`config.mk`:
```
export PLATFORM = sky130hd
export DESIGN_NAME = top_mac_st
export DESIGN_NICKNAME = d
export VERILOG_FILES = /design/src/rtl/top_mac_st.sv
export SDC_FILE = /design/constraint.sdc
export NUM_CORES = 1
export LEC_CHECK = 0
export CAP_MARGIN = 30
export CORE_MARGIN = 10
export CORE_UTILIZATION = 50
export CTS_CLUSTER_DIAMETER = 150
export DETAILED_ROUTE_END_ITERATION = 8
export GPL_ROUTABILITY_DRIVEN = 0
export PLACE_DENSITY = 0.72
export SKIP_LAST_GASP = 1
export SLEW_MARGIN = 20
export SYNTH_ARGS = -nofsm -noshare
export SYNTH_HDL_FRONTEND = slang
export SYNTH_SLANG_ARGS = --single-unit
```
`constraint.sdc`:
```
create_clock -name clk -period 7.4 [get_ports clk]
set_input_delay 1.11 -clock clk [delete_from_list [all_inputs] [get_ports clk]]
set_output_delay 1.11 -clock clk [all_outputs]
set_load 0.005 [all_outputs]
```
`src/rtl/top_mac_st.sv`:
```
// top_mac_st: two-stage signed x unsigned multiply-accumulate with 1/2/4-lane precision modes.
// Define TOP_MAC_ST_SATURATE_EN to clamp the accumulator instead of wrapping it.
module top_mac_st #(
   parameter int unsigned W_WIDTH         = 8,
   parameter int unsigned A_WIDTH         = 8,
   parameter int unsigned PLUS_WIDTH      = 4,
   parameter int unsigned CONFIG_AW_WIDTH = 1,
   localparam int unsigned Z_WIDTH        = W_WIDTH + A_WIDTH + PLUS_WIDTH
) (
   input  logic                       clk,
   input  logic                       rst,
   input  logic                       accu_rst,
   input  logic [CONFIG_AW_WIDTH-1:0] config_aw,
   input  logic [W_WIDTH-1:0]         w,
   input  logic [A_WIDTH-1:0]         a,
   output logic [Z_WIDTH-1:0]         z
);

   localparam int unsigned B1  = W_WIDTH;
   localparam int unsigned B2  = W_WIDTH / 2;
   localparam int unsigned B4  = W_WIDTH / 4;
   localparam int unsigned PW1 = 2 * B1 + 1;
   localparam int unsigned PW2 = 2 * B2 + 1;
   localparam int unsigned PW4 = 2 * B4 + 1;

   logic [W_WIDTH-1:0]         w_q;
   logic [A_WIDTH-1:0]         a_q;
   logic                       accu_rst_q;
   logic [CONFIG_AW_WIDTH-1:0] config_aw_q;
   logic signed [Z_WIDTH-1:0]  acc_q, acc_d;

   logic signed [PW1-1:0]     prod_one;
   logic signed [PW2-1:0]     prod_two;
   logic signed [PW4-1:0]     prod_four;
   logic signed [Z_WIDTH-1:0] p_one, p_two, p_four, p;
   logic signed [Z_WIDTH-1:0] acc_sum;
   logic [1:0]                cfg;

   always_ff @(posedge clk or negedge rst) begin
      if (!rst) begin
         w_q         <= '0;
         a_q         <= '0;
         accu_rst_q  <= 1'b0;
         config_aw_q <= '0;
         acc_q       <= '0;
      end else begin
         w_q         <= w;
         a_q         <= a;
         accu_rst_q  <= accu_rst;
         config_aw_q <= config_aw;
         acc_q       <= acc_d;
      end
   end

   // Activations get a zero MSB so the signed multiply treats them as unsigned.
   always_comb begin
      prod_one = PW1'($signed(w_q)) * PW1'($signed({1'b0, a_q}));
      p_one    = Z_WIDTH'(prod_one);

      prod_two = '0;
      p_two    = '0;
      for (int i = 0; i < 2; i++) begin
         prod_two = PW2'($signed(w_q[i*B2 +: B2])) * PW2'($signed({1'b0, a_q[i*B2 +: B2]}));
         p_two    = p_two + Z_WIDTH'(prod_two);
      end

      prod_four = '0;
      p_four    = '0;
      for (int i = 0; i < 4; i++) begin
         prod_four = PW4'($signed(w_q[i*B4 +: B4])) * PW4'($signed({1'b0, a_q[i*B4 +: B4]}));
         p_four    = p_four + Z_WIDTH'(prod_four);
      end

      cfg = 2'(config_aw_q);
      case (cfg)
         2'd0:    p = p_one;
         2'd3:    p = p_four;
         default: p = p_two;
      endcase
   end

`ifdef TOP_MAC_ST_SATURATE_EN
   localparam int unsigned ZW1 = Z_WIDTH + 1;
   logic signed [ZW1-1:0] sum_wide;

   // One extra bit detects overflow; differing top bits mean the result left the range.
   always_comb begin
      sum_wide = ZW1'(acc_q) + ZW1'(p);
      if (sum_wide[Z_WIDTH] != sum_wide[Z_WIDTH-1]) begin
         acc_sum = sum_wide[Z_WIDTH] ? {1'b1, {(Z_WIDTH-1){1'b0}}}
                                     : {1'b0, {(Z_WIDTH-1){1'b1}}};
      end else begin
         acc_sum = sum_wide[Z_WIDTH-1:0];
      end
   end
`else
   assign acc_sum = acc_q + p;
`endif

   always_comb begin
      acc_d = accu_rst_q ? p : acc_sum;
   end

   assign z = acc_q;

endmodule

```
==> results.cfg <==
[die]
io_pins = 40
fp-row-count = 38
dieArea_sq_um = 15700
coreArea_sq_um = 10800
initial_core_util_pct = 51.0
die_w_um = 125
fp.dieH_um = 125

[yosys]
synthFlopType = dfrtp_1
ys_async_sr_fraction_pct = 100
synth_edf_count = 0
ys_ff_latch = 38
ys_warn_count = 0
netlist_area_sq_um = 5520
synth_cell_type_count = 52
synth_cells = 607
seq_area_frac_synth_pct = 17.2
avgSynthCellArea_sq_um = 9.10
syn_nets = 767

[global_route]
grt_max_degree = 39
grt_use_total_pct = 16.3
grt_pass1_vias = 4442
antenna_found_initial = 0
grt_pass1_wl_um = 21400
grt-ovfl-total = 0

[finish]
nets = 806
drive_gt1_share_pct = 4.33
fillers = 968
diodes = 0
syn2layout_area_growth_pct = 12.0
utilization_pct = 57.1

[timing]
worst_pin_slew_ns = 0.845
slew_viol_final = 0
hold_viol_final = 0
rsz0062_at_grt = no
period_share_pct = 88.6
period_minus_slack_ns = 6.55
maxClockFrequency_ghz = 0.153
setup_tns_ns = 0
slew-limit-headroom_pct = 43.7
setup_viol = 0
skew_ns = 0.00558

[power]
p_clk_share_pct = 8.0
switchingPower_uw = 1140
power_frac_comb_pct = 78.3
power_uw = 2410
ir_worst_vdd_mv = 0.267
power_density_nw_per_um2 = 389
leakage_uw = 0.00310
internal_power_uw = 1270
seqPwrFrac_pct = 13.7
switching_share_pct = 47.4

[critical_path]
rrSetupSlack_ns = 0.85
criticalPathCategory = reg2reg
slowest_delay_ns = 0.54
cp.required_ns = 7.60
cp_max_fo = 6
crit_chain = inv_1, nor2_1, fa_1, fa_1, fa_1, inv_1, fa_1, inv_1, ha_1, a21o_1, or3_1, o22a_2, a31oi_1, xor2_1, o21ai_1, ha_1, o21a_1, nor2_1, o21ai_0, a31oi_1, mux2_2, a221o_1, xnor2_1
cpMostUsedCell = fa_1
end_kind = flip-flop
r2r_cells = 23
cp.arrival_ns = 6.76
critPathLaunchType = flip-flop
slowest_stage = fa_1

[status]
outcome = complete, no violations

[cts]
cts_buffers = 5
postCtsSetupBuffers = 0
cts_hold_buffers = 0
clk_pin_slew_ns = 0.08
htreeDepth = 2
cts_root_buffer = clkbuf_8
post_cts_resize_count = 0
cts_buffer_depth = 2
cts_tree = yes
clock_sink_count = 38
clk_latency_ns = 0.32

[hold_path]
hold_path_depth = 2
min_path_type = reg2reg

[placement]
dp_hpwl_um = 10500
port_buffers = 39

[route]
routed_via_density = 5.54
first_iter_violations = 267
drt-total-wl_um = 12700
final_antenna_net_count = 0
routedWlPerCell_um = 16.1
vias = 4352
drtPass1Iterations = 5
post-route-drc-count = 0

[flow_run]
maxCapViolations = 0
==> final timing paths <==
kind,start,endpoint
setup / recovery,w_q[7],z[19]
hold / removal,z[0],z[0]
setup reg to reg,w_q[7],z[19]
hold reg to reg,z[0],z[0]
max in group asynchronous,rst,a_q[4]
min in group asynchronous,rst,z[16]
==> synthesized netlist by cell type (all sizes together) (5+ instances only) <==
master,n,area share [%]
a21o,18,2.4
a21oi,30,2.7
and2,40,4.5
clkbuf,6,0.41
dfrtp,38,17
fa,57,21
ha,83,19
inv,107,7.3
mux2,11,2.3
nand2,39,2.7
nand2b,8,0.91
nand3,5,0.45
nor2,27,1.8
nor3,9,0.82
o21a,6,0.82
o21ai,37,3.4
xnor2,17,2.7
xor2,13,2.1
==> power groups by stage <==
stage,clock network [uW],logic [uW],registers (uW)
after floorplan,0,1430,324
after global placement,0,1830,332
after detailed placement,0,1870,334
after CTS,200,1890,330
after global routing,207,2120,340
final,193,1890,330
==> through the flow <==
step,std cells,hold WS (ns),worst slack (ns),instance area [sq um]
6_report,786,0.637,0.847,6190
5_1_grt,786,0.662,0.536,6190
4_1_cts,785,0.647,0.895,6170
3_5_place_dp,778,0.634,0.917,6050
3_3_place_gp,778,0.611,1.08,6050
2_1_floorplan,607,0.626,1.07,5520
==> critical path: cells and delay by family, from the launching register on <==
family                     cells  cell delay [ns]
muxes                          1             0.37
DFF                            1             0.38
xor gates and xnor gates       2             0.32
and+or+nand+nor                3             0.50
buffers and inverters          3             0.30
AOI/OAI and AO/OA              8             1.70
adders and majority gates      6             2.86
==> final cells by class <==
cell class,instances,area (sq um),share of cell area (%)
clock buffer,6,82.6,1.33
timing repair buffer,41,413,6.67
sequential,38,951,15.4
inverter,107,402,6.49
tap,140,175,2.83
clock inverter,1,30.0,0.485
multi-input combinational,453,4130,66.8
==> cell families (layout without fill, tap and decap cells) <==
group / after synthesis / in the layout / synth area share (%)
AOI/OAI and AO/OA: 122 / 122 / 14.3
xor gates and xnor gates: 30 / 30 / 4.76
adders and majority gates: 140 / 140 / 39.5
buffers and inverters: 116 / 155 / 7.97
DFF: 38 / 38 / 17.2
muxes: 13 / 13 / 2.67
and+or+nand+nor: 148 / 148 / 13.7
==> metal layers <==
metal,share of wire (%),vias to the layer above,track usage [%]
li1,-,2096,-
met1,43,2118,20.1
met2,50,113,27.6
met3,4.8,25,3.46
met4,2.3,0,5.62
met5,0,-,0
==> cells in the final DEF, fill, tap and decap left out, types with 3 or more instances in the layout <==
cell type	synthesis	layout
a31oi_1	4	4
mux2_2	10	10
fa_1	57	57
and3_1	3	3
a21o_1	18	18
ha_1	83	83
dfrtp_1	38	38
o21ai_1	5	5
inv_1	107	107
a21boi_0	3	3
o21a_1	6	6
nor2_1	27	27
nand3_1	5	5
and2_1	40	40
o21ai_0	32	32
nor2b_1	3	3
a21oi_1	30	30
nand4_1	4	4
nand2_1	39	39
clkbuf_8	0	6
nand2b_1	8	8
xnor2_1	17	17
nor3_1	9	9
xor2_1	13	13
clkdlybuf4s50_1	0	38
==> registers in the layout (all words and copies together) (netlist names) <==
signal       count
z               20
accu_rst_q       1
config_aw_q      1
w_q              8
a_q              8
Power figures use the tool's default switching activity.
